## config.mk

```make
export PLATFORM = sky130hd
export DESIGN_NAME = ei_tdp_ram_port_arb
export DESIGN_NICKNAME = d
export VERILOG_FILES = /design/src/rtl/ei_tdp_ram_pkg.sv /design/src/rtl/ei_rr_arbiter.sv /design/src/rtl/ei_tdp_ram_port_arb.sv
export SDC_FILE = /design/constraint.sdc
export NUM_CORES = 1
export LEC_CHECK = 0
export CAP_MARGIN = 20
export CORE_UTILIZATION = 37
export DETAILED_ROUTE_END_ITERATION = 10
export PLACE_DENSITY = 0.87
export SETUP_SLACK_MARGIN = 0.2
export SYNTH_ARGS = -nofsm -noshare
export SYNTH_HDL_FRONTEND = slang
export SYNTH_HIERARCHICAL = 1
export SYNTH_SLANG_ARGS = --single-unit
```

## constraint.sdc

```tcl
create_clock -name i_clk -period 8 [get_ports i_clk]
set_input_delay 1.2 -clock i_clk [delete_from_list [all_inputs] [get_ports i_clk]]
set_output_delay 1.2 -clock i_clk [all_outputs]
set_load 0.1 [all_outputs]
```

## src/rtl/ei_tdp_ram_pkg.sv

```systemverilog
// Shared types and default sizes for the TDP RAM port-A arbiter front-end.
package ei_tdp_ram_pkg;

  localparam int DEF_DATA_WIDTH = 8;
  localparam int DEF_ADDR_WIDTH = 10;
  localparam int DEF_NUM_REQ    = 4;

  typedef enum logic {
    CLEAR = 1'b0,
    SERVE = 1'b1
  } state_t;

endpackage

```

## src/rtl/ei_rr_arbiter.sv

```systemverilog
// Zero-latency round-robin arbiter; the search starts at the pointer and wraps,
// and the pointer moves past the winner whenever a grant is issued.
module ei_rr_arbiter #(
  parameter int NUM_REQ = 4,
  localparam int ID_W   = $clog2(NUM_REQ)
) (
  input  logic               i_clk,
  input  logic               i_reset,
  input  logic [NUM_REQ-1:0] i_valid,
  input  logic               i_enable,
  output logic [NUM_REQ-1:0] o_grant,
  output logic [ID_W-1:0]    o_grant_idx,
  output logic               o_grant_vld
);

  logic [ID_W-1:0] r_rr_ptr;
  logic [ID_W-1:0] w_idx;
  logic [ID_W-1:0] w_ptr_next;
  logic            w_found;

  always_comb begin
    int j;
    j       = 0;
    w_found = 1'b0;
    w_idx   = '0;
    for (int k = 0; k < NUM_REQ; k++) begin
      j = int'(r_rr_ptr) + k;
      if (j >= NUM_REQ) j = j - NUM_REQ;
      if (!w_found && i_valid[ID_W'(j)]) begin
        w_found = 1'b1;
        w_idx   = ID_W'(j);
      end
    end
  end

  always_comb begin
    o_grant = '0;
    if (w_found && i_enable) o_grant[w_idx] = 1'b1;
  end

  // Explicit wrap keeps the pointer legal when NUM_REQ is not a power of two.
  assign w_ptr_next  = (w_idx == ID_W'(NUM_REQ - 1)) ? '0 : w_idx + 1'b1;
  assign o_grant_idx = w_idx;
  assign o_grant_vld = w_found && i_enable;

  always_ff @(posedge i_clk) begin
    if (i_reset) begin
      r_rr_ptr <= '0;
    end else if (w_found && i_enable) begin
      r_rr_ptr <= w_ptr_next;
    end
  end

endmodule

```

## src/rtl/ei_tdp_ram_port_arb.sv

```systemverilog
// Port-A front-end of the TDP RAM: round-robin sharing between requesters,
// tagged read responses, and a clear engine that zeroes the whole array.
module ei_tdp_ram_port_arb
  import ei_tdp_ram_pkg::*;
#(
  parameter int DATA_WIDTH = DEF_DATA_WIDTH,
  parameter int ADDR_WIDTH = DEF_ADDR_WIDTH,
  parameter int NUM_REQ    = DEF_NUM_REQ,
  localparam int ID_W      = $clog2(NUM_REQ)
) (
  input  logic                           i_clk,
  input  logic                           i_reset,
  input  logic [NUM_REQ-1:0]             i_req_valid,
  output logic [NUM_REQ-1:0]             o_req_ready,
  input  logic [NUM_REQ-1:0]             i_req_we,
  input  logic [NUM_REQ*ADDR_WIDTH-1:0]  i_req_addr,
  input  logic [NUM_REQ*DATA_WIDTH-1:0]  i_req_wdata,
  output logic                           o_rsp_valid,
  output logic [ID_W-1:0]                o_rsp_id,
  output logic [DATA_WIDTH-1:0]          o_rsp_data,
  input  logic                           i_init_start,
  output logic                           o_init_busy,
  output logic                           o_init_done,
  output logic [ADDR_WIDTH-1:0]          o_ram_addr,
  output logic [DATA_WIDTH-1:0]          o_ram_data,
  output logic                           o_ram_we,
  output logic                           o_ram_re,
  input  logic [DATA_WIDTH-1:0]          i_ram_q
);

  state_t                r_state;
  state_t                w_state_next;
  logic [ADDR_WIDTH-1:0] r_clr_addr;
  logic [ADDR_WIDTH-1:0] w_clr_addr_next;
  logic                  r_init_done;
  logic                  w_init_done_next;
  logic                  r_rsp_valid;
  logic [ID_W-1:0]       r_rsp_id;

  logic                  w_serve_en;
  logic [NUM_REQ-1:0]    w_grant;
  logic [ID_W-1:0]       w_grant_idx;
  logic                  w_grant_vld;
  logic                  w_xfer;
  logic                  w_rd_xfer;
  logic                  w_sel_we;
  logic [ADDR_WIDTH-1:0] w_sel_addr;
  logic [DATA_WIDTH-1:0] w_sel_wdata;

  // A pending clear request wins over any grant in the cycle it is seen.
  assign w_serve_en = (r_state == SERVE) && !i_reset && !i_init_start;

  ei_rr_arbiter #(
    .NUM_REQ (NUM_REQ)
  ) u_arb (
    .i_clk       (i_clk),
    .i_reset     (i_reset),
    .i_valid     (i_req_valid),
    .i_enable    (w_serve_en),
    .o_grant     (w_grant),
    .o_grant_idx (w_grant_idx),
    .o_grant_vld (w_grant_vld)
  );

  assign w_xfer      = w_grant_vld;
  assign w_sel_we    = i_req_we[w_grant_idx];
  assign w_sel_addr  = i_req_addr[w_grant_idx*ADDR_WIDTH +: ADDR_WIDTH];
  assign w_sel_wdata = i_req_wdata[w_grant_idx*DATA_WIDTH +: DATA_WIDTH];
  assign w_rd_xfer   = w_xfer && !w_sel_we;

  always_comb begin
    w_state_next     = r_state;
    w_clr_addr_next  = r_clr_addr;
    w_init_done_next = 1'b0;
    case (r_state)
      CLEAR: begin
        w_clr_addr_next = r_clr_addr + 1'b1;
        if (&r_clr_addr) begin
          w_state_next     = SERVE;
          w_init_done_next = 1'b1;
        end
      end
      SERVE: begin
        if (i_init_start) begin
          w_state_next    = CLEAR;
          w_clr_addr_next = '0;
        end
      end
      default: begin
        w_state_next    = CLEAR;
        w_clr_addr_next = '0;
      end
    endcase
  end

  // Port-A mux: the clear engine and the granted requester never overlap.
  always_comb begin
    o_ram_we   = 1'b0;
    o_ram_re   = 1'b0;
    o_ram_addr = '0;
    o_ram_data = '0;
    if (!i_reset) begin
      if (r_state == CLEAR) begin
        o_ram_we   = 1'b1;
        o_ram_addr = r_clr_addr;
      end else if (w_xfer) begin
        o_ram_addr = w_sel_addr;
        if (w_sel_we) begin
          o_ram_we   = 1'b1;
          o_ram_data = w_sel_wdata;
        end else begin
          o_ram_re = 1'b1;
        end
      end
    end
  end

  always_ff @(posedge i_clk) begin
    if (i_reset) begin
      r_state     <= CLEAR;
      r_clr_addr  <= '0;
      r_init_done <= 1'b0;
      r_rsp_valid <= 1'b0;
      r_rsp_id    <= '0;
    end else begin
      r_state     <= w_state_next;
      r_clr_addr  <= w_clr_addr_next;
      r_init_done <= w_init_done_next;
      r_rsp_valid <= w_rd_xfer;
      if (w_rd_xfer) r_rsp_id <= w_grant_idx;
    end
  end

  assign o_req_ready = w_grant;
  assign o_rsp_valid = r_rsp_valid;
  assign o_rsp_id    = r_rsp_id;
  assign o_rsp_data  = i_ram_q;
  assign o_init_busy = (r_state == CLEAR);
  assign o_init_done = r_init_done;

endmodule
```

; ---- After elaboration in Yosys (flattened, before gate mapping)
; Cells that the tools add are included.
[word_totals]
register_bits = 17
inputBits = 91
[op_classes]
add_sub_neg = 9
n_mul = 1
magnitude_cmp = 10
eq_ne = 2
shifts = 2
n_mux = 50
bitwise = 1
n_reduce_logical = 16
[ops]
columns = cell, n
row1 = 10-bit two-way mux, 4
row2 = 40-bit by 7-bit variable part select with 10-bit output, 1
row3 = 8-bit two-way mux, 4
row4 = 32-bit by 6-bit variable part select with 8-bit output, 1
row5 = 1-bit two-way mux, 24
row6 = 10-bit case mux with 2 select lines, 1
row7 = 2-bit two-way mux, 9
row8 = 2-bit by 4-bit less-than comparator with 1-bit output (second input constant), 4
row9 = 10-bit by 1-bit adder with 10-bit output (second input constant), 1
row10 = 1-bit binary-select mux with 2-bit select, 5
row11 = 10-bit AND reduction, 1
row12 = 3-bit greater-or-equal comparator (second input constant), 3
row13 = 1-bit logical AND, 8
row14 = 2-bit by 1-bit subtractor with 2-bit output (second input constant), 4
row15 = 2-bit by 2-bit adder with 3-bit output (second input constant), 2
row16 = 1-bit logical NOT, 6
row17 = 2-bit by 3-bit multiplier with 5-bit output (second input constant), 1
row18 = 4-bit two-way mux, 1
row19 = 2-bit by 1-bit adder with 3-bit output (second input constant), 1
row20 = 2-bit by 3-bit greater-or-equal comparator with 1-bit output (second input constant), 1
row21 = 2-bit by 3-bit less-than comparator with 1-bit output (second input constant), 1
row22 = 2-bit by 1-bit adder with 2-bit output (second input constant), 1
row23 = 1-bit demux with 2-bit select, 1
row24 = 2-bit equality test (second input constant), 1
row25 = 5 further kinds, 5

; ---- Logic depth before layout (Yosys ltp)
; Gate-level depths: netlist of run 1.
[logic_depth]
ltp_word = 21
mapped_depth = 10
ltp_nobuf = 7

; ---- Modules after synthesis
; The synthesis of run 1 kept the hierarchy.
[modules_own_cells]
columns = mod, n_inst, cells_per_inst, area_per_inst_um2, seq_area_each_um2
row1 = ei_tdp_ram_port_arb, 1, 145, 1411.4, 300.3
row2 = ei_rr_arbiter, 1, 33, 265.3, 40.0

; ---- Worst setup path before layout of run 1
; Ideal clock, no wire load.
[synth_timing]
path_type = input-to-output
start = in i_req_valid[2]
end = out o_ram_re
arrival_time_ps = 4101
required_time_ps = 6800
setup_slack_ps = 2699
path_stages = 5
cell_sequence = or2b_1 > a21oi_1 > nor4_1 > mux4_2 > nor2b_1
[synth_via]
elab_chain_cells = 19
word_cells_on_any_way = 33
[synth_lines]
columns = element, line_no
row1 = from (decl), ei_tdp_ram_port_arb.sv:13  ; input logic [NUM_REQ-1:0] i_req_valid,
row2 = 1-bit binary-select mux with 2-bit select, ei_rr_arbiter.sv:29  ; if (!w_found && i_valid[ID_W'(j)]) begin
row3 = 1-bit two-way mux (implied by the code) (2 in a row), ei_rr_arbiter.sv:29
row4 = 1-bit two-way mux, ei_rr_arbiter.sv:29
row5 = 1-bit logical NOT, ei_rr_arbiter.sv:29
row6 = 1-bit logical AND, ei_rr_arbiter.sv:29
row7 = 1-bit two-way mux, ei_rr_arbiter.sv:29
row8 = 1-bit logical NOT, ei_rr_arbiter.sv:29
row9 = 1-bit logical AND, ei_rr_arbiter.sv:29
row10 = [... 3 more ...], n/a
row11 = 2-bit two-way mux *, ei_rr_arbiter.sv:29
row12 = via w_grant_idx[0], ei_tdp_ram_port_arb.sv:42  ; logic [ID_W-1:0] w_grant_idx;
row13 = 1-bit binary-select mux with 2-bit select *, ei_tdp_ram_port_arb.sv:66  ; assign w_sel_we = i_req_we[w_grant_idx];
row14 = 1-bit two-way mux (implied by the code) *, ei_tdp_ram_port_arb.sv:66
row15 = 1-bit two-way mux *, ei_tdp_ram_port_arb.sv:108  ; if (w_sel_we) begin
row16 = 1-bit two-way mux *, ei_tdp_ram_port_arb.sv:106  ; end else if (w_xfer) begin
row17 = 1-bit two-way mux *, ei_tdp_ram_port_arb.sv:103  ; if (r_state == CLEAR) begin
row18 = 1-bit two-way mux *, ei_tdp_ram_port_arb.sv:102  ; if (!i_reset) begin
row19 = to (decl), ei_tdp_ram_port_arb.sv:27  ; output logic o_ram_re,
; Mark *: on every way through the listed nets, which the timed path passes. The rest lies on a longest branch. The select of a mux whose other input is x is not followed.

; ---- Final worst setup path of run 1
[layout_timing]
start = in i_reset
end = out o_ram_data[2]
[layout_via]
elab_chain_cells = 7
[layout_lines]
columns = element, line_no
row1 = from (decl), ei_tdp_ram_port_arb.sv:12  ; input logic i_reset,
row2 = 1-bit logical NOT, n/a
row3 = 1-bit logical AND (2 in a row), ei_tdp_ram_port_arb.sv:51  ; assign w_serve_en = (r_state == SERVE) && !i_reset && !i_init_start;
row4 = via w_serve_en, ei_tdp_ram_port_arb.sv:40  ; logic w_serve_en;
row5 = 1-bit logical AND, ei_rr_arbiter.sv:44  ; assign o_grant_vld = w_found && i_enable;
row6 = via w_grant_vld, ei_tdp_ram_port_arb.sv:43  ; logic w_grant_vld;
row7 = 8-bit two-way mux, ei_tdp_ram_port_arb.sv:106
row8 = 8-bit two-way mux, ei_tdp_ram_port_arb.sv:103
row9 = 8-bit two-way mux, ei_tdp_ram_port_arb.sv:102
row10 = to (decl), ei_tdp_ram_port_arb.sv:25  ; output logic [DATA_WIDTH-1:0] o_ram_data,
; The timed path passes the listed nets, and every way through them passes these cells.

==> metrics, run 1 <==
status=completed; Die H=69.3 um; ys async rst share=0%; number of max-cap violations=0; worst skew pair latency=260 ps; Syn. warnings=6; gp weighted congestion=0.780; worst clock skew=7.26 ps; Max Fanout on Critical Path=19; clock buffer depth=2; sequential area share after synthesis=20.3%; n_diodes=0; row count=24; share of layout cells above drive strength 1=11.0%; area of the multi-input gates=0.00117 mm2; Tcrit/Tclk final=roughly four fifths; most common cell in the netlist=mux4_2; post-route cell area=between 0.002 and 0.003 mm2; crit path to=o_ram_data[2]; cts repair resizes=0; relative slew slack=around 32%; Leak=approximately 0.99 nW; die width=slightly below 70 um; hold path start=o_rsp_id[0]; Startpoint Class=primary input; Max Freq=roughly 160 MHz; family with the most delay on the worst path=buffers and inverters; RSZ-0062 raised after global routing=no; initial core utilization=approximately 39%; Post-CTS Setup Bufs=0; Reg-to-Reg Start=u_arb/r_rr_ptr[1]; CTS tree=done; max-slew violation count=0; measured slew at the worst slew-check pin=about 1000 ps; Critical path origin=i_reset; CTS clk-pin slew, worst paths=~70 ps; Ports=128; sequential cell area=around 340 um2; Hold Crit Class=reg -> reg; GR Util All Layers=a little under a quarter; vias per std cell=between 5 and 6; Area contributors post-synth=mux4_2, dfxtp_1, buf_4, ha_1, a22o_1; pwr/cell area=roughly 92 mW/mm2; vias in the first global route=between 1500 and 2000; mapped cell area=0.00168 mm2; Final Hold Viols=0; H-tree Lvls=1; Routed Antenna Nets=0; number of unique standard cell types used by synthesis=42; Final setup viols=0; hpwl dp=between 4000 and 5000 um; final core utilization=between 60% and 70%; DR WL/cell=about 16 um; Max VDD drop=around 0.000049 V; Avg Inst Size Synth=9.42 um2; reg2reg setup slack=approximately 5200 ps; Sink Count=17; initial antenna violation count=0; largest area contributor in the netlist=mux4_2; Root Buffer=clkbuf_8; post-route minimum period=between 6000 and 7000 ps; largest net degree at the start of global routing=27; CP Cell Sequence=clkdlybuf4s50_1, nand2b_1, inv_1, nor2b_1, and3b_1, and3_1, clkdlybuf4s50_1; WHS=roughly 520 ps; Crit Path Category=in -> out; critical path arrival=slightly above 5000 ps; Levels on crit path=7; Data required, critical path=a little under 7000 ps; number of remaining DRC errors=0; cell count after synthesis=~180; core area=0.00435 mm2; Worst path slowest cell=clkdlybuf4s50_1; Port Buf Inserts=~110; Worst path most repeated cell=clkdlybuf4s50_1; first-pass GRT wire length=just under 9000 um; Mapped Nets=around 270; grt total ovfl=0; Final Routed Wirelength=roughly 5300 um; post-synth top area share=roughly a quarter; total power=between 0.2 and 0.3 mW; Critical path buffers and inverters=3; ys flop type=dfxtp_1; 1st-pass router iterations=4; Num CTS Buffers=3; P&R area growth vs syn=65.4%; number of flops mapped to enable cells by yosys=0; Max stage delay on crit path=approximately 1100 ps; hold buffers post-CTS=0; Final nets=370; DRT iter0 DRCs=86; endpoint kind of the worst setup timing path=output port; Setup TNS=0 ps; Post-synth top cells=mux4_2, dfxtp_1, nor2_1, a21oi_1; Synth Register Bits=17; die area=between 0.004 and 0.005 mm2; DP Area=0.00273 mm2; Critical R2R Capture=o_rsp_id[1]; Fillers=around 350; via count=between 1500 and 2000; worst reg-to-reg path cell count=7
==> routing by layer <==
layer  part of all wire (%)  up-vias  GRT usage, %  wire length [um]
met3                    6.1        2          3.49               326
met2                     54       78          42.2              2880
li1                       -      870             -                 -
met4                   0.66        0          4.54                35
met1                     39      878          27.3              2080
met5                      0        -             0                 0
==> cell families after synthesis <==
| family | share of synthesized area (%) |
|---|---|
| compound gates | 16.9 |
| flops | 20.3 |
| buf+inv | 10.1 |
| mux | 27.3 |
| fa+ha+maj | 3.73 |
| simple gates | 21.6 |
==> state kept, by name, summed over array words and instances (netlist names) <==
register	cells
o_rsp_id	2
r_state	1
o_rsp_valid	1
o_init_done	1
r_clr_addr	10
u_arb/r_rr_ptr	2
==> worst reg2reg max path, cell delays in order (launching register included) <==
cell and delay [ps]:
dfxtp_1 450, mux2i_1 210, nor2_1 80, nor4_2 540
buf_4 440, mux4_2 700, o21ai_1 180, o41ai_1 90
==> report_power, final <==
part,switching (mW),internal [mW],leakage (nW),total (mW)
registers,0.00348,0.0869,0.138,0.0904
logic,0.0383,0.0608,0.822,0.0991
clock network,0.0311,0.0346,0.0255,0.0657
total,0.0729,0.182,0.985,0.255
==> layout by cell type, fill, tap and decap left out, types with 2 or more instances in the layout <==
| cell type | netlist | final |
|---|---|---|
| ha_1 | 5 | 5 |
| clkbuf_8 | 0 | 3 |
| nor4_2 | 1 | 2 |
| nor4_1 | 4 | 3 |
| a2bb2oi_1 | 3 | 3 |
| nand2b_1 | 3 | 3 |
| a22o_1 | 7 | 7 |
| o21ai_0 | 5 | 5 |
| nor2b_1 | 7 | 7 |
| or3_1 | 2 | 2 |
| nand4_1 | 3 | 3 |
| o211ai_1 | 2 | 2 |
| mux2i_1 | 3 | 3 |
| a31oi_1 | 2 | 2 |
| nor2_1 | 12 | 12 |
| and3_1 | 8 | 8 |
| dfxtp_1 | 17 | 17 |
| and2_1 | 4 | 4 |
| nand3_1 | 3 | 3 |
| mux4_2 | 19 | 19 |
| inv_1 | 8 | 8 |
| nand2_1 | 10 | 10 |
| o311ai_0 | 2 | 2 |
| nor3_1 | 3 | 3 |
| clkdlybuf4s50_1 | 0 | 111 |
| a21oi_1 | 11 | 11 |
==> through the flow <==
| step | setup slack (ps) | instances |
|---|---|---|
| CTS | 1660 | 325 |
| global placement | 1750 | 321 |
| global route | 1430 | 325 |
| detailed placement | 1680 | 321 |
| floorplan | 2700 | 178 |
| finish | 1640 | 325 |
==> area by class of cell <==
class	count	area share, %
Multi-Input combinational cell	132	42.3
Timing Repair Buffer	112	40.3
Sequential cell	17	12.3
Tap cell	52	2.35
Clock buffer	3	1.49
Inverter	8	1.08
Clock inverter	1	0.181
==> worst min-delay path by stage <==
stage | endpoint | slack [ps] | cells after the start
after floorplan | o_init_done | 470 | 2
after global placement | r_clr_addr[9] | 490 | 2
after detailed placement | r_clr_addr[9] | 500 | 2
after CTS | r_clr_addr[9] | 510 | 2
after global routing | r_clr_addr[8] | 540 | 1
final | o_rsp_id[0] | 520 | 2
No activity file was read; power rests on OpenSTA's default activity.
==> inputs of run 2 (changes only) <==
CORE_UTILIZATION = 34   (was 37)
PLACE_DENSITY = 0.81   (was 0.87)
clock period = 6.6 ns   (was 8 ns; I/O delays follow)
==> metrics, run 2 (same netlist as run 1, synthesis figures left out) <==
status=completed; hold buffers post-CTS=0 (unchanged); hpwl dp=4190 um (-2.7%); Hold Crit Class=reg -> reg; die area=0.00522 mm2 (+8.6%); via count=1807 (-1.1%); initial core utilization=35.5% (-3.0 points); number of max-cap violations=0 (unchanged); P&R area growth vs syn=64.4%; worst skew pair latency=260 ps (about the same); grt total ovfl=0 (unchanged); initial antenna violation count=0 (unchanged); Num CTS Buffers=3 (unchanged); GR Util All Layers=20.3% (-2.3 points); row count=25 (+4.2%); post-route setup slack=1650 ps (+10.0 ps); Biggest register=r_clr_addr; cts repair resizes=0 (unchanged); DRT iter0 DRCs=74 (-14%); vias per std cell=5.28 (-6.1%); endpoint kind of the worst setup timing path=output port; RSZ-0062 raised after global routing=no; worst clock skew=5.91 ps (-1.35 ps); Critical path origin=i_init_start; max reg flops=10 (unchanged); die width=72.2 um (+4.2%); DP Area=0.00271 mm2 (-0.60%); total power=0.310 mW (+21%); routing usage on met2=37.2% (-5.0 points); Max Freq=slightly above 200 MHz; busiest layer in global routing=met2; Leak=1.03 nW (+5.0%); commonest non-fill, non-tap cell in the layout=clkdlybuf4s50_1; Max VDD drop=0.0000585 V (+20%); pwr/cell area=112 mW/mm2 (+22%); Reg-to-Reg Start=r_state; number of remaining DRC errors=0 (unchanged); Root Buffer=clkbuf_8; met3 GRT Util=5.56% (+2.1 points); DR WL/cell=15.2 um (-7.3%); Data required, critical path=5610 ps (-1190 ps); Post-CTS Setup Bufs=0 (unchanged); met1 GRT Util=24.0% (-3.4 points); n_diodes=0 (unchanged); placed cells=338 (+5.3%); Fillers=436 (+24%); pre-CTS setup slack=1700 ps (+16.9 ps); final non-filler cell total=342 (+5.2%); largest net degree at the start of global routing=27 (unchanged); Final setup viols=0 (unchanged); clock buffer depth=2 (unchanged); vias in the first global route=1722 (-7.4%); Crit Path Category=in -> out; WHS=516 ps (-4.52 ps); max-slew violation count=0 (unchanged); H-tree Lvls=1 (unchanged); Final Routed Wirelength=5200 um (-2.4%); measured slew at the worst slew-check pin=998 ps (-14.1 ps); hold path start=o_rsp_id[0]; Final Hold Viols=0 (unchanged); share of layout cells above drive strength 1=18.9% (+7.9 points); post-route cell area=0.00276 mm2 (-0.59%); Setup TNS=0 ps (unchanged); Sink Count=17 (unchanged); Port Buf Inserts=111 (unchanged); first-pass GRT wire length=8310 um (-5.5%); Routed Antenna Nets=0 (unchanged); 1st-pass router iterations=4 (unchanged); critical path arrival=3960 ps (-1200 ps); gp weighted congestion=0.782 (+0.21%); relative slew slack=33.3% (+0.94 points); Max Fanout on Critical Path=11 (-8); most frequent cells in the layout=clkdlybuf4s50_1, buf_4, mux4_2; post-route minimum period=~4900 ps; CTS tree=done; Die H=72.2 um (+4.2%); Startpoint Class=primary input; Tcrit/Tclk final=74.9%; final core utilization=58.4% (-5.3 points); core area=0.00472 mm2 (+8.5%); CTS clk-pin slew, worst paths=60 ps (about the same); Ports=128 (unchanged); Final nets=372 (+0.54%)
[run 2: area by class of cell]
type | instances | area, um2 | share of cell area [%]
Timing Repair Buffer | 114 | 1080 | 39.3
Multi-Input combinational cell | 132 | 1170 | 42.5
Tap cell | 67 | 83.8 | 3.04
Clock inverter | 1 | 5.00 | 0.182
Inverter | 8 | 30.0 | 1.09
Sequential cell | 17 | 340 | 12.3
Clock buffer | 3 | 41.3 | 1.50
[run 2: path summary, 6_finish.rpt]
| path | cells after the start | slack, ps | end |
|---|---|---|---|
| worst min register to register | 2 | 520 | o_rsp_id[0] |
| worst max-delay path | 7 | 1650 | o_req_ready[1] |
| worst max register to register | 7 | 3960 | o_rsp_id[0] |
| worst min-delay path | 2 | 520 | o_rsp_id[0] |
[run 2: power by group]
group | switching, mW | total (mW) | leakage [nW] | internal (mW)
sequential | 0.00432 | 0.110 | 0.138 | 0.105
combinational | 0.0455 | 0.120 | 0.871 | 0.0740
clock | 0.0384 | 0.0804 | 0.0255 | 0.0420
[run 2: worst max-delay path, stage by stage]
cell and delay, ps:
clkdlybuf4s50_1 450, nor2b_1 290, nand2b_1 120, inv_1 120
nor2b_1 630, and2_1 220, clkdlybuf4s50_1 1130
[run 2: routing by layer]
metal / vias up / wire length [um]
met5: - / 0
met4: 0 / 53
met3: 7 / 433
met2: 86 / 2710
met1: 841 / 2000
li1: 873 / -
==> RTL change (flow settings as in run 2) <==
Reset style: asynchronous (`i_reset`), changed in 2 clocked blocks.
--- a/src/rtl/ei_rr_arbiter.sv
+++ b/src/rtl/ei_rr_arbiter.sv
@@ -44,5 +44,5 @@
   assign o_grant_vld = w_found && i_enable;
 
-  always_ff @(posedge i_clk) begin
+  always_ff @(posedge i_clk or posedge i_reset) begin
     if (i_reset) begin
       r_rr_ptr <= '0;
--- a/src/rtl/ei_tdp_ram_port_arb.sv
+++ b/src/rtl/ei_tdp_ram_port_arb.sv
@@ -116,5 +116,5 @@
   end
 
-  always_ff @(posedge i_clk) begin
+  always_ff @(posedge i_clk or posedge i_reset) begin
     if (i_reset) begin
       r_state     <= CLEAR;
Check against the original RTL: no difference found for any inputs over 10 cycles, from zero or initial values and one cycle with i_reset high; that may be too few to reach the edited logic, so the function may still have changed.
==> RTL change against run 2 <==
Non-clock buffer count shrank 3; area after synthesis grew 9.0%; wire length grew 7.1%; worst hold slack lost 0.019 ns; core utilization shrank 1.1 points; design area grew 6.7%; sequential cell count is the same; setup slack lost 0.62 ns.
Power is not compared: it rests on default switching activity, and its combinational part moved more than twofold at a synthesized area within 25%.
==> RTL change: results (changes against run 2) <==
Syn Nets - 275 (+0.36%)
Critical Path Fanout Max - 31 (+20)
Most instantiated cells after synthesis - dfrtp_1, mux4_2, and3_1, nand2_1, nor2_1
Clk_skew - 0.002907 ns (-0.003001 ns)
Top cells by area, synth - dfrtp_1, mux4_2, mux2_1
Detailed placement HPWL - 4534 um (+8.1%)
Iter 0 DRT Violations - 44 (-41%)
Antenna violations before repair - 0 (unchanged)
Outcome - complete, no violations
FF-to-FF End - o_rsp_id[0]
Critical Path End - o_ram_we
Total track usage - 0.1859 (-0.01736)
Clk root buf - clkbuf_8
Register-to-Register Path Depth - 6 (-1)
First-pass GRT wire length - 7983 um (-3.9%)
Worst Path Arrival - 4.57 ns (+0.61 ns)
Via density - 5.270 (-0.27%)
Final GP Congestion - 0.7745 (-0.92%)
Cell depth of the worst hold path - 1 (-1)
Vias in the first global route - 1,695 (-1.6%)
Async set-or-reset flop fraction in the synthesized netlist - 1.000 (+1.000)
CP startpoint - i_req_valid[3]
Worst R2R Start - u_arb/r_rr_ptr[1]
Relative slew slack - 0.3360 (+0.003422)
Clock Pin Slew Worst Setup and Hold Paths - 0.06 ns (about the same)
Largest net degree at the start of global routing - 32 (+19%)
Final WL - 5566 um (+7.1%)
Layout cell share with drive strength beyond 1 - 0.1418 (-0.04727)
Sequential-to-total area share from yosys stat - 0.2329 (+0.02989)
Synth cell types - 47 (+12%)
-- RTL change: cell count changes after synthesis, moves of 6 or more --
cell            run 2  this run
mux2_2              0         6
dfrtp_1             0        17
mux4_2             19        12
dfxtp_1            17         0
mux2_1              0         7
a21oi_1            11         3
-- RTL change: power breakdown --
part           switching, W  total (W)  internal [W]
Combinational      0.000215   0.000372      0.000157
Clock             0.0000344  0.0000772     0.0000428
Sequential        0.0000432   0.000177      0.000134
Total              0.000292   0.000627      0.000334
-- RTL change: worst min path at each step --
stage | from | to | slack (ns)
after global placement | o_rsp_id[0] | o_rsp_id[0] | 0.48
after CTS | o_rsp_id[1] | o_rsp_id[1] | 0.50
final | o_rsp_id[0] | o_rsp_id[0] | 0.50
after global routing | o_rsp_id[1] | o_rsp_id[1] | 0.52
after detailed placement | o_rsp_id[1] | o_rsp_id[1] | 0.48
after floorplan | r_clr_addr[6] | r_clr_addr[6] | 0.46
-- RTL change: final cells by class --
type / instances / area (um2)
sequential: 17 / 425.4
clock buffer: 4 / 45.04
fill: 453 / 2198
timing repair buffer: 111 / 1106
multi-input combinational: 138 / 1259
tap: 70 / 87.58
inverter: 5 / 18.77
-- RTL change: through the flow --
stage,worst slack [ns],instances,utilization,cell area (um2)
after detailed placement,0.9982,341,0.5635,2897
after global routing,0.8219,345,0.5723,2942
after floorplan,1.923,179,-,1827
final,1.037,345,0.5723,2942
after CTS,0.9969,345,0.5723,2942
after global placement,1.064,341,0.5635,2897
-- RTL change: cell families (layout without fill, tap and decap cells) --
group                    count (synthesis)  in the layout  synth area share
AO/OA/AOI/OAI                           35             35            0.1692
buffers and inverters                   24            120           0.07876
adder cells (fa/ha/maj)                  5              5           0.03425
AND/OR/NAND/NOR                         64             64            0.1938
multiplexers                            34             34            0.2911
flip-flops                              17             17            0.2329
-- RTL change: routing by layer --
layer  vias to the layer above  global-route usage  part of all wire
met5                         -                   0                 0
met4                         0             0.06173             0.014
met3                         9             0.04233              0.10
met2                        76              0.3383              0.50
met1                       865              0.2150              0.39
li1                        868                   -                 -
-- RTL change: worst max-delay path, cell delays in order --
cell and delay [ns]:
clkdlybuf4s50_1 0.58, nand3b_1 0.16, o41a_1 0.17, and3_2 0.75
mux4_2 0.70, a21oi_2 0.17, nor2_1 0.05, clkdlybuf4s50_1 0.98
